### config.mk
export PLATFORM = sky130hd
export DESIGN_NAME = conv_sequencer
export DESIGN_NICKNAME = d
export VERILOG_FILES = /design/src/rtl/conv_sequencer.sv
export SDC_FILE = /design/constraint.sdc
export NUM_CORES = 1
export LEC_CHECK = 0
export ABC_AREA = 1
export ABC_CLOCK_PERIOD_IN_PS = 13300
export CORE_MARGIN = 2
export CORE_UTILIZATION = 55
export CTS_BUF_LIST = sky130_fd_sc_hd__clkbuf_16
export CTS_CLUSTER_DIAMETER = 50
export DETAILED_ROUTE_END_ITERATION = 16
export PLACE_DENSITY_LB_ADDON = 0.25
export SLEW_MARGIN = 40
export SYNTH_ARGS = -nofsm -noshare
export SYNTH_HDL_FRONTEND = slang
export SYNTH_SLANG_ARGS = --single-unit
export TNS_END_PERCENT = 30
### constraint.sdc
create_clock -name clk -period 13.3 [get_ports clk]
set_input_delay 2.66 -clock clk [delete_from_list [all_inputs] [get_ports clk]]
set_output_delay 2.66 -clock clk [all_outputs]
set_load 0.03 [all_outputs]
### src/rtl/conv_sequencer.sv
// Control sequencer for the convolution compute top: runs one 4x4 / 3x3 / 2x2 convolution
// in single, 2by2 or 3by3 mode, then streams the four result words over valid/ready.
module conv_sequencer #(
    parameter int PIPE_LAT  = 4,
    parameter int ZERO_ADDR = 25
) (
    input  logic       clk,
    input  logic       rst,
    input  logic       start,
    input  logic [1:0] mode,
    input  logic       abort,
    input  logic       result_ready,
    output logic       busy,
    output logic       done,
    output logic       err,
    output logic       result_valid,
    output logic [1:0] result_mode,
    output logic [4:0] input_array_addr_in_single,
    output logic [4:0] filter_ceiling_array_addr_in_single,
    output logic       sys_single_en,
    output logic       buffer_we_en_C11_single,
    output logic       buffer_we_en_C12_single,
    output logic       buffer_we_en_C21_single,
    output logic       buffer_we_en_C22_single,
    output logic [4:0] input_array_addr_in_2by2,
    output logic [4:0] filter_ceiling_first_array_addr_in_2by2,
    output logic [4:0] filter_ceiling_second_array_addr_in_2by2,
    output logic       sys_2by2_en,
    output logic [4:0] input_side_array_addr_in_3by3,
    output logic [4:0] input_ceiling_array_addr_in_3by3,
    output logic [4:0] filter_side_array_addr_in_3by3,
    output logic [4:0] filter_ceiling_array_addr_in_3by3,
    output logic       sys_3by3_en,
    output logic [1:0] buffer_read_addr_in_single,
    output logic [1:0] buffer_read_addr_in_2by2,
    output logic [1:0] buffer_read_addr_in_3by3,
    output logic [2:0] o_dbg_state
);

    typedef enum logic [2:0] {
        S_IDLE  = 3'd0,
        S_FEED  = 3'd1,
        S_DRAIN = 3'd2,
        S_WRITE = 3'd3,
        S_READ  = 3'd4,
        S_DONE  = 3'd5
    } state_t;

    localparam int         CW     = (PIPE_LAT > 1) ? $clog2(PIPE_LAT) : 1;
    localparam logic [4:0] ZA     = 5'(ZERO_ADDR);
    localparam logic [1:0] M_SGL  = 2'd0;
    localparam logic [1:0] M_2BY2 = 2'd1;
    localparam logic [1:0] M_3BY3 = 2'd2;
    localparam logic [1:0] M_BAD  = 2'd3;

    state_t          r_state, w_state;
    logic [1:0]      r_mode, w_mode;
    logic [1:0]      r_pos, w_pos;
    logic [3:0]      r_tap, w_tap;
    logic [CW-1:0]   r_cnt, w_cnt;
    logic [1:0]      r_ridx, w_ridx;
    logic            r_valid, w_valid;
    logic [3:0]      w_last_tap;

    // Handshake: a result word moves on a clock edge where result_valid and result_ready
    // are both high; the read address then advances and result_valid drops for one cycle.
    always_comb begin
        w_state    = r_state;
        w_mode     = r_mode;
        w_pos      = r_pos;
        w_tap      = r_tap;
        w_cnt      = r_cnt;
        w_ridx     = r_ridx;
        w_valid    = r_valid;
        w_last_tap = (r_mode == M_2BY2) ? 4'd11 : 4'd8;
        case (r_state)
            S_IDLE: begin
                if (start) begin
                    w_mode  = mode;
                    w_pos   = 2'd0;
                    w_tap   = 4'd0;
                    w_state = (mode == M_BAD) ? S_DONE : S_FEED;
                end
            end
            S_FEED: begin
                if (r_tap != w_last_tap) begin
                    w_tap = r_tap + 4'd1;
                end else if (r_mode == M_2BY2 && r_pos == 2'd0) begin
                    w_pos = 2'd1;
                    w_tap = 4'd0;
                end else begin
                    w_state = S_DRAIN;
                    w_cnt   = '0;
                end
            end
            S_DRAIN: begin
                if (r_cnt != CW'(PIPE_LAT - 1)) begin
                    w_cnt = r_cnt + 1'b1;
                end else if (r_mode == M_SGL) begin
                    w_state = S_WRITE;
                end else begin
                    w_state = S_READ;
                    w_ridx  = 2'd0;
                    w_valid = 1'b0;
                end
            end
            S_WRITE: begin
                if (r_pos != 2'd3) begin
                    w_state = S_FEED;
                    w_pos   = r_pos + 2'd1;
                    w_tap   = 4'd0;
                end else begin
                    w_state = S_READ;
                    w_ridx  = 2'd0;
                    w_valid = 1'b0;
                end
            end
            S_READ: begin
                if (!r_valid) begin
                    w_valid = 1'b1;
                end else if (result_ready) begin
                    w_valid = 1'b0;
                    if (r_ridx == 2'd3) w_state = S_DONE;
                    else                w_ridx  = r_ridx + 2'd1;
                end
            end
            S_DONE:  w_state = S_IDLE;
            default: w_state = S_IDLE;
        endcase
        if (abort && r_state != S_IDLE) begin
            w_state = S_IDLE;
            w_valid = 1'b0;
        end
    end

    // Operand addresses are decoded from the next-cycle tap so the registered outputs line up with the state.
    logic [4:0] w_k, w_i, w_j, w_r, w_c, w_i2, w_col, w_p;
    logic       w_feed, w_eng;
    always_comb begin
        w_k    = {1'b0, w_tap};
        w_i    = w_k / 5'd3;
        w_j    = w_k % 5'd3;
        w_r    = {4'd0, w_pos[1]};
        w_c    = {4'd0, w_pos[0]};
        w_i2   = {3'd0, w_tap[3:2]};
        w_col  = {3'd0, w_tap[1:0]};
        w_p    = {4'd0, w_pos[0]};
        w_feed = (w_state == S_FEED);
        w_eng  = (w_state == S_FEED) || (w_state == S_DRAIN);
    end

    always_ff @(posedge clk or negedge rst) begin
        if (!rst) begin
            r_state      <= S_IDLE;
            r_mode       <= 2'd0;
            r_pos        <= 2'd0;
            r_tap        <= 4'd0;
            r_cnt        <= '0;
            r_ridx       <= 2'd0;
            r_valid      <= 1'b0;
            busy         <= 1'b0;
            done         <= 1'b0;
            err          <= 1'b0;
            result_valid <= 1'b0;
            result_mode  <= 2'd0;
            input_array_addr_in_single               <= ZA;
            filter_ceiling_array_addr_in_single      <= ZA;
            sys_single_en                            <= 1'b0;
            buffer_we_en_C11_single                  <= 1'b0;
            buffer_we_en_C12_single                  <= 1'b0;
            buffer_we_en_C21_single                  <= 1'b0;
            buffer_we_en_C22_single                  <= 1'b0;
            input_array_addr_in_2by2                 <= ZA;
            filter_ceiling_first_array_addr_in_2by2  <= ZA;
            filter_ceiling_second_array_addr_in_2by2 <= ZA;
            sys_2by2_en                              <= 1'b0;
            input_side_array_addr_in_3by3            <= ZA;
            input_ceiling_array_addr_in_3by3         <= ZA;
            filter_side_array_addr_in_3by3           <= ZA;
            filter_ceiling_array_addr_in_3by3        <= ZA;
            sys_3by3_en                              <= 1'b0;
            buffer_read_addr_in_single               <= 2'd0;
            buffer_read_addr_in_2by2                 <= 2'd0;
            buffer_read_addr_in_3by3                 <= 2'd0;
        end else begin
            r_state      <= w_state;
            r_mode       <= w_mode;
            r_pos        <= w_pos;
            r_tap        <= w_tap;
            r_cnt        <= w_cnt;
            r_ridx       <= w_ridx;
            r_valid      <= w_valid;
            busy         <= (w_state != S_IDLE);
            done         <= (w_state == S_DONE);
            err          <= (w_state == S_DONE) && (w_mode == M_BAD);
            result_valid <= (w_state == S_READ) && w_valid;
            result_mode  <= (w_state == S_IDLE) ? 2'd0 : w_mode;

            sys_single_en <= w_eng && (w_mode == M_SGL);
            sys_2by2_en   <= w_eng && (w_mode == M_2BY2);
            sys_3by3_en   <= w_eng && (w_mode == M_3BY3);

            input_array_addr_in_single          <= (w_feed && w_mode == M_SGL) ? (((w_r + w_i) << 2) + w_c + w_j) : ZA;
            filter_ceiling_array_addr_in_single <= (w_feed && w_mode == M_SGL) ? (5'd16 + 5'd3 * w_i + w_j) : ZA;

            input_array_addr_in_2by2 <= (w_feed && w_mode == M_2BY2) ? (((w_p + w_i2) << 2) + w_col) : ZA;
            filter_ceiling_first_array_addr_in_2by2 <=
                (w_feed && w_mode == M_2BY2 && w_col != 5'd3) ? (5'd16 + 5'd3 * w_i2 + w_col) : ZA;
            filter_ceiling_second_array_addr_in_2by2 <=
                (w_feed && w_mode == M_2BY2 && w_col != 5'd0) ? (5'd15 + 5'd3 * w_i2 + w_col) : ZA;

            input_side_array_addr_in_3by3     <= (w_feed && w_mode == M_3BY3) ? ((w_i << 2) + w_j) : ZA;
            input_ceiling_array_addr_in_3by3  <= (w_feed && w_mode == M_3BY3) ? (((w_i + 5'd1) << 2) + w_j + 5'd1) : ZA;
            filter_side_array_addr_in_3by3    <= (w_feed && w_mode == M_3BY3) ? (5'd16 + 5'd3 * w_i + w_j) : ZA;
            filter_ceiling_array_addr_in_3by3 <= (w_feed && w_mode == M_3BY3) ? (5'd16 + 5'd3 * w_i + w_j) : ZA;

            buffer_we_en_C11_single <= (w_state == S_WRITE) && (w_pos == 2'd0);
            buffer_we_en_C12_single <= (w_state == S_WRITE) && (w_pos == 2'd1);
            buffer_we_en_C21_single <= (w_state == S_WRITE) && (w_pos == 2'd2);
            buffer_we_en_C22_single <= (w_state == S_WRITE) && (w_pos == 2'd3);

            buffer_read_addr_in_single <= (w_state == S_READ && w_mode == M_SGL)  ? w_ridx : 2'd0;
            buffer_read_addr_in_2by2   <= (w_state == S_READ && w_mode == M_2BY2) ? w_ridx : 2'd0;
            buffer_read_addr_in_3by3   <= (w_state == S_READ && w_mode == M_3BY3) ? w_ridx : 2'd0;
        end
    end

    assign o_dbg_state = r_state;

endmodule

==> summary.md, run 1 <==
| Metric | Value |
|---|---|
| Status | `finished, final reports clean` |
| CTS Sinks | `75` |
| Worst Skew | `0.00416 ns` |
| Length in cells of the worst reg-to-reg path | `34` |
| Worst rel slew slack | `47.7%` |
| 1st-iter DRT viols | `107` |
| DIE WIDTH | `91.8 um` |
| Worst-path maximum fanout | `10` |
| Clock transition at path regs | `0.06 ns` |
| DRC | `0` |
| H-tree depth | `3` |
| Post-CTS Resized | `0` |
| Global Route Usage Sum | `23.0%` |
| Fillers | `564` |
| Antenna cells | `0` |
| Clock tree root driver cell | `clkbuf_16` |
| Core Box Area | `7610 um^2` |
| Share of cells above drive strength 1 | `17.1%` |
| Area leader, netlist | `dfrtp_1` |
| Dpl hpwl | `6730 um` |
| Flops & latches, synth | `75` |
| First-pass detailed-route iteration total | `4` |
| Utilization after layout | `70.3%` |
| Max-Cap Viols | `0` |
| Area added between synthesis and finish | `26.1%` |
| Final hold violations | `0` |
| Vias in the first global route | `3379` |
| Post CTS Setup Buffer Count | `0` |
| Synth Warn # | `0` |
| Max-slew violations | `0` |
| Setup TNS | `0 ns` |
| Vias | `3327` |
| Ports | `74` |
| Post-synth EDFFs | `0` |
| Synth Flop Type | `dfrtp_1` |
| ANT nets after route | `0` |
| Die extent in y | `91.8 um` |
| Min cycle time layout | `7.63 ns` |
| Startpoint Class | `input port` |
| Share of the synthesized area in the top cell type | `30.1%` |
| PortBufs | `73` |
| First-pass GRT wire length | `15400 um` |
| Setup-failing EPs final | `0` |
| Largest net degree at the start of global routing | `76` |
| Bufs on Longest Clock Path | `2` |
| Yosys cell types | `40` |
| Slew @ Worst Pin | `0.782 ns` |
| Vias per inst | `5.00` |
| Synth cell count leaders | `nand2_1 (86), inv_1 (80), nor2_1 (57), dfrtp_1 (51), nand3_1 (33)` |
| Leak | `0.00263 uW` |
| Synthesized area | `4240 um^2` |
| Initial Utilization | `55.8%` |
| Max incr delay on CP | `0.49 ns` |
| Num CTS Buffers | `9` |
| Post-synthesis sequential area ratio | `44.9%` |
| Row cnt | `32` |
| Critical Path RT | `13.57 ns` |
| Period utilization | `57.3%` |
| Cts hold-fix bufs | `0` |
| RSZ-0062 raised after global routing | `false` |
| Worst-Skew Late Latency | `0.33 ns` |
| Worst Hold Class | `flop to flop` |
| Cell Pwr Density | `252 nW/um^2` |
| Post-Route WL | `8930 um` |
| Worst path slowest cell | `fa_1` |
| Syn_area_per_cell | `8.86 um^2` |
| Most instantiated library cell after synthesis | `nand2_1` |
| Die area | `8430 um^2` |
| Max Clock Freq | `0.131 GHz` |
| Hold path depth | `2` |
| Largest cells by area after synthesis | `dfrtp_1 (30%), dfstp_2 (15%), ha_1 (8.8%)` |
| Peak supply drop | `177 uV` |
| Initial antenna violation count | `0` |
| Type of the worst setup path | `input port to flop` |
| Total grt overflow | `0` |
| Top cell by count, worst path | `nand2_1` |
| Layout Nets | `602` |
| Syn_nets | `523` |
| TritonCTS clock tree | `done` |
| Crit path DAT | `7.90 ns` |
| GP Congestion | `0.948` |
| Gate Count Post-Synth | `479` |
| Ys async rst share | `100%` |
| CP endpoint kind | `flop` |
| WL/cell | `13.4 um` |
[state kept, by name, summed over array words and instances (netlist names), 3 cells and up]
signal	flops
filter_ceiling_array_addr_in_3by3	5
filter_ceiling_array_addr_in_single	5
filter_ceiling_first_array_addr_in_2by2	5
filter_ceiling_second_array_addr_in_2by2	5
input_array_addr_in_2by2	5
input_array_addr_in_single	5
input_ceiling_array_addr_in_3by3	5
input_side_array_addr_in_3by3	5
r_tap	4
o_dbg_state	3
[where the power goes]
group / leakage (uW) / total [uW] / switching [uW] / internal [uW]
combinational: 0.00156 / 790 / 512 / 278
sequential: 0.000945 / 326 / 27.4 / 299
clock: 0.000135 / 230 / 101 / 129
total: 0.00263 / 1350 / 641 / 706
[kinds of logic (layout without fill, tap and decap cells)]
group / count (synthesis) / after routing / synth area share [%]
compound gates: 34 / 34 / 4.87
buf+inv: 99 / 183 / 9.23
fa+ha+maj: 37 / 37 / 12.1
xor+xnor: 8 / 8 / 1.65
flops: 75 / 75 / 44.9
simple gates: 226 / 226 / 27.2
[cell type report]
class	instances	area (um^2)	area share, %
clock inverter	7	57.6	1.08
clock buffer	9	225	4.21
sequential	75	1910	35.6
inverter	93	350	6.55
multi-input combinational	305	1940	36.4
timing repair buffer	74	737	13.8
tap	102	128	2.39
[critical path: cells and delay by family]
family                     cells  cell delay [ns]
and+or+nand+nor               15             1.54
buffers and inverters          8             0.89
AOI/OAI and AO/OA              1             0.39
xor gates and xnor gates       3             0.47
adders and majority gates      6             1.95
[layout by cell type, fill, tap and decap left out, types with 2 or more instances in the layout]
| cell type | Yosys | routed |
|---|---|---|
| nand2_1 | 86 | 86 |
| inv_1 | 80 | 80 |
| clkdlybuf4s50_1 | 0 | 72 |
| nor2_1 | 57 | 57 |
| dfrtp_1 | 51 | 51 |
| nand3_1 | 33 | 33 |
| ha_1 | 30 | 30 |
| dfstp_2 | 24 | 24 |
| o21ai_0 | 14 | 14 |
| inv_2 | 12 | 12 |
| nand2_2 | 11 | 11 |
| clkbuf_16 | 0 | 9 |
| a21oi_1 | 8 | 8 |
| nand2_4 | 8 | 8 |
| fa_1 | 7 | 7 |
| nor2_4 | 5 | 5 |
| nand3_2 | 5 | 5 |
| xor2_1 | 5 | 5 |
| nor3_1 | 5 | 5 |
| nand4_1 | 3 | 3 |
| or2_2 | 3 | 3 |
| nand3b_1 | 3 | 3 |
| xnor2_1 | 3 | 3 |
| inv_6 | 0 | 3 |
| o21ai_2 | 2 | 2 |
| nand3_4 | 2 | 2 |
| o21ai_1 | 2 | 2 |
| clkinv_2 | 1 | 2 |
| clkinvlp_4 | 0 | 2 |
[per-layer routing]
layer	vias up	share of wire, %	track usage, %	wire length (um)
met3	25	3.4	4.35	308
met4	0	3.0	10.1	266
met2	77	51	39.8	4550
li1	1637	-	-	-
met1	1588	43	28.1	3800
met5	-	0	0	0
[stage by stage]
step	hold WS, ns	std cells	power [uW]	cell area (um^2)	setup slack, ns
floorplan	0.468	479	892	4240	6.25
CTS	0.531	665	1350	5350	5.66
finish	0.536	665	1350	5350	5.67
global route	0.581	665	1460	5350	5.22
detailed placement	0.516	649	1120	5070	5.34
global placement	0.502	649	1100	5060	5.54
[worst paths after layout]
path | startpoint | end | slack [ns]
max reg2reg | o_dbg_state[2]$_DFF_PN0_ | filter_ceiling_array_addr_in_3by3[4]$_DFF_PN1_ | 7.75
max in group asynchronous | rst | done$_DFF_PN0_ | 10.42
min in group asynchronous | rst | r_cnt[0]$_DFFE_PN0P_ | 2.42
max | start | filter_ceiling_array_addr_in_3by3[4]$_DFF_PN1_ | 5.67
min reg2reg | r_ridx[0]$_DFF_PN0_ | r_ridx[0]$_DFF_PN0_ | 0.54
min | r_ridx[0]$_DFF_PN0_ | r_ridx[0]$_DFF_PN0_ | 0.54
Power figures use the tool's default switching activity.
==> run 2: changes to the inputs <==
Settings changed: ABC_CLOCK_PERIOD_IN_PS 13300 to 7900, CORE_UTILIZATION 55 to 53.
Clock period 13.3 ns to 7.9 ns, I/O delays scaled along.
==> run 2 against run 1 <==
Against the previous run:
- global-route usage is 0.33 points lower
- cell area is 0.75% higher
- clock skew hardly changed
- utilization is 0.57 points lower
- critical path type unchanged
- largest cell class unchanged
- largest power group unchanged
==> summary.md, run 2 (synthesis gave the netlist of run 1 again) <==
| Metric | Value |
|---|---|
| Status | `finished, final reports clean` |
| Max Clock Freq | `0.152 GHz` |
| Family with the most delay on the worst path | `adder cells` |
| Clock tree root driver cell | `clkbuf_16` |
| Vias | `3311 (-0.48%)` |
| DRC | `0 (unchanged)` |
| Final instance area | `5390 um^2 (+0.75%)` |
| Highest-count cells in the layout ignoring fill and taps | `nand2_1 (86), inv_1 (80), clkdlybuf4s50_1 (72)` |
| Global Route Usage Sum | `22.7% (-0.33 points)` |
| Clock transition at path regs | `0.06 ns (about the same)` |
| Top cell by count, worst path | `inv_1` |
| P_sw | `1080 uW (+69%)` |
| Reg area | `1910 um^2 (unchanged)` |
| Ports | `74 (unchanged)` |
| Cts hold-fix bufs | `0 (unchanged)` |
| Final hold violations | `0 (unchanged)` |
| Post-CTS Resized | `0 (unchanged)` |
| Clk pwr share | `19.0% (+1.9 points)` |
| Worst Skew | `0.00466 ns (+0.000495 ns)` |
| CP Capture Point | `filter_ceiling_array_addr_in_3by3[4]$_DFF_PN1_` |
| Slew @ Worst Pin | `0.784 ns (+0.00133 ns)` |
| Die area | `8740 um^2 (+3.6%)` |
| CP endpoint kind | `flop` |
| Worst-path maximum fanout | `10 (unchanged)` |
| Post-Route WL | `9120 um (+2.2%)` |
| Length in cells of the worst reg-to-reg path | `34 (unchanged)` |
| CTS Sinks | `75 (unchanged)` |
| TritonCTS clock tree | `done` |
| Utilization after layout | `69.7% (-0.57 points)` |
| Core Box Area | `7730 um^2 (+1.6%)` |
| Row cnt | `32 (unchanged)` |
| Critical path depth | `33 (unchanged)` |
| Total grt overflow | `0 (unchanged)` |
| GP Congestion | `0.936 (-1.3%)` |
| R2r startpoint | `o_dbg_state[2]$_DFF_PN0_` |
| 1st-iter DRT viols | `175 (+64%)` |
| WL/cell | `13.7 um (+2.2%)` |
| Area added between synthesis and finish | `27.0%` |
| Fillers | `569 (+0.89%)` |
| Setup-failing EPs final | `0 (unchanged)` |
| Vias in the first global route | `3334 (-1.3%)` |
| Crit. Startpoint | `start` |
| RSZ-0062 raised after global routing | `false` |
| Type of the worst setup path | `input port to flop` |
| FF-to-FF End | `filter_ceiling_array_addr_in_3by3[4]$_DFF_PN1_` |
| Num CTS Buffers | `9 (unchanged)` |
| Placed insts | `649 (unchanged)` |
| Die extent in y | `93.5 um (+1.8%)` |
| Placed cell area | `5070 um^2 (unchanged)` |
| Worst Hold Class | `flop to flop` |
| Area of the multi-input gates | `1940 um^2 (unchanged)` |
| Layout Nets | `602 (unchanged)` |
| Period utilization | `83.1%` |
| Crit path DAT | `6.84 ns (-1.06 ns)` |
| Critical Path RT | `8.17 ns (-5.40 ns)` |
| Switching Fraction | `46.4% (-1.2 points)` |
| Comb pwr share | `57.5% (-1.2 points)` |
| PortBufs | `73 (unchanged)` |
| Startpoint Class | `input port` |
| Most common cell after layout, fill and taps aside | `nand2_1` |
| Sequential share of power | `23.5% (-0.7 points)` |
| Min-delay src | `r_ridx[0]$_DFF_PN0_` |
| Initial Utilization | `54.9% (-0.87 points)` |
| Max-slew violations | `0 (unchanged)` |
| Critical path buffer and inverter count | `9 (+1)` |
| Min cycle time layout | `6.56 ns` |
| DIE WIDTH | `93.5 um (+1.8%)` |
| Leak | `0.00265 uW (+0.73%)` |
| Post-Layout Cell Count | `665 (unchanged)` |
| Largest net degree at the start of global routing | `76 (unchanged)` |
| Peak supply drop | `294 uV (+66%)` |
| Worst path slowest cell | `fa_1` |
| Worst-Skew Late Latency | `0.33 ns (about the same)` |
| Share of cells above drive strength 1 | `16.9% (-0.18 points)` |
| Setup TNS | `0 ns (unchanged)` |
| First-pass GRT wire length | `15400 um (unchanged)` |
| Antenna cells | `0 (unchanged)` |
| Worst rel slew slack | `47.6% (-0.089 points)` |
| Max incr delay on CP | `0.48 ns (about the same)` |
| Dpl hpwl | `6780 um (+0.75%)` |
| Initial antenna violation count | `0 (unchanged)` |
| P_int | `1250 uW (+78%)` |
| First-pass detailed-route iteration total | `4 (unchanged)` |
| Post CTS Setup Buffer Count | `0 (unchanged)` |
| H-tree depth | `3 (unchanged)` |
| Vias per inst | `4.98 (-0.48%)` |
| Max-Cap Viols | `0 (unchanged)` |
| Flop-to-flop setup slack | `2.32 ns (-5.43 ns)` |
| Cell Pwr Density | `434 nW/um^2 (+72%)` |
| ANT nets after route | `0 (unchanged)` |
| Bufs on Longest Clock Path | `2 (unchanged)` |
[run 2: how the worst min path moves through the flow]
stage                               end  slack, ns  cells after the start
floorplan           r_ridx[0]$_DFF_PN0_       0.47                      2
global placement    r_ridx[0]$_DFF_PN0_       0.50                      2
detailed placement  r_ridx[0]$_DFF_PN0_       0.49                      2
CTS                 r_ridx[0]$_DFF_PN0_       0.51                      2
global route        r_ridx[0]$_DFF_PN0_       0.53                      2
finish              r_ridx[0]$_DFF_PN0_       0.51                      2
[run 2: stage by stage]
stage	hold slack (ns)	total power (uW)	setup slack, ns
2_1_floorplan	0.468	1500	1.93
3_3_place_gp	0.498	1850	1.23
3_5_place_dp	0.488	1880	1.06
4_1_cts	0.505	2350	1.38
5_1_grt	0.532	2540	0.867
6_report	0.508	2340	1.34
[run 2: layout make-up]
| cell class | count | area share (%) |
|---|---|---|
| Multi-Input combinational cell | 305 | 36.1 |
| Timing Repair Buffer | 74 | 13.7 |
| Tap cell | 102 | 2.37 |
| Sequential cell | 75 | 35.4 |
| Clock inverter | 7 | 1.81 |
| Inverter | 93 | 6.50 |
| Clock buffer | 9 | 4.18 |
[run 2: tightest hold or removal path, cell delays in order, from the launching register on]
cell	delay (ns)
dfrtp_1	0.34
nand2_1	0.05
nand2_1	0.08
[run 2: per-layer routing]
metal  part of all wire [%]  global-route usage, %
met4                    2.4                   9.07
met3                    3.9                   4.19
met5                      0                      0
met2                     50                   38.6
met1                     43                   28.5
[run 2: power groups by stage]
| stage | logic, uW | clock network [uW] | registers (uW) |
|---|---|---|---|
| 6_report | 1340 | 444 | 550 |
| 5_1_grt | 1510 | 470 | 561 |
| 3_5_place_dp | 1330 | 0 | 556 |
| 4_1_cts | 1350 | 451 | 551 |
| 3_3_place_gp | 1290 | 0 | 554 |
| 2_1_floorplan | 798 | 0 | 704 |
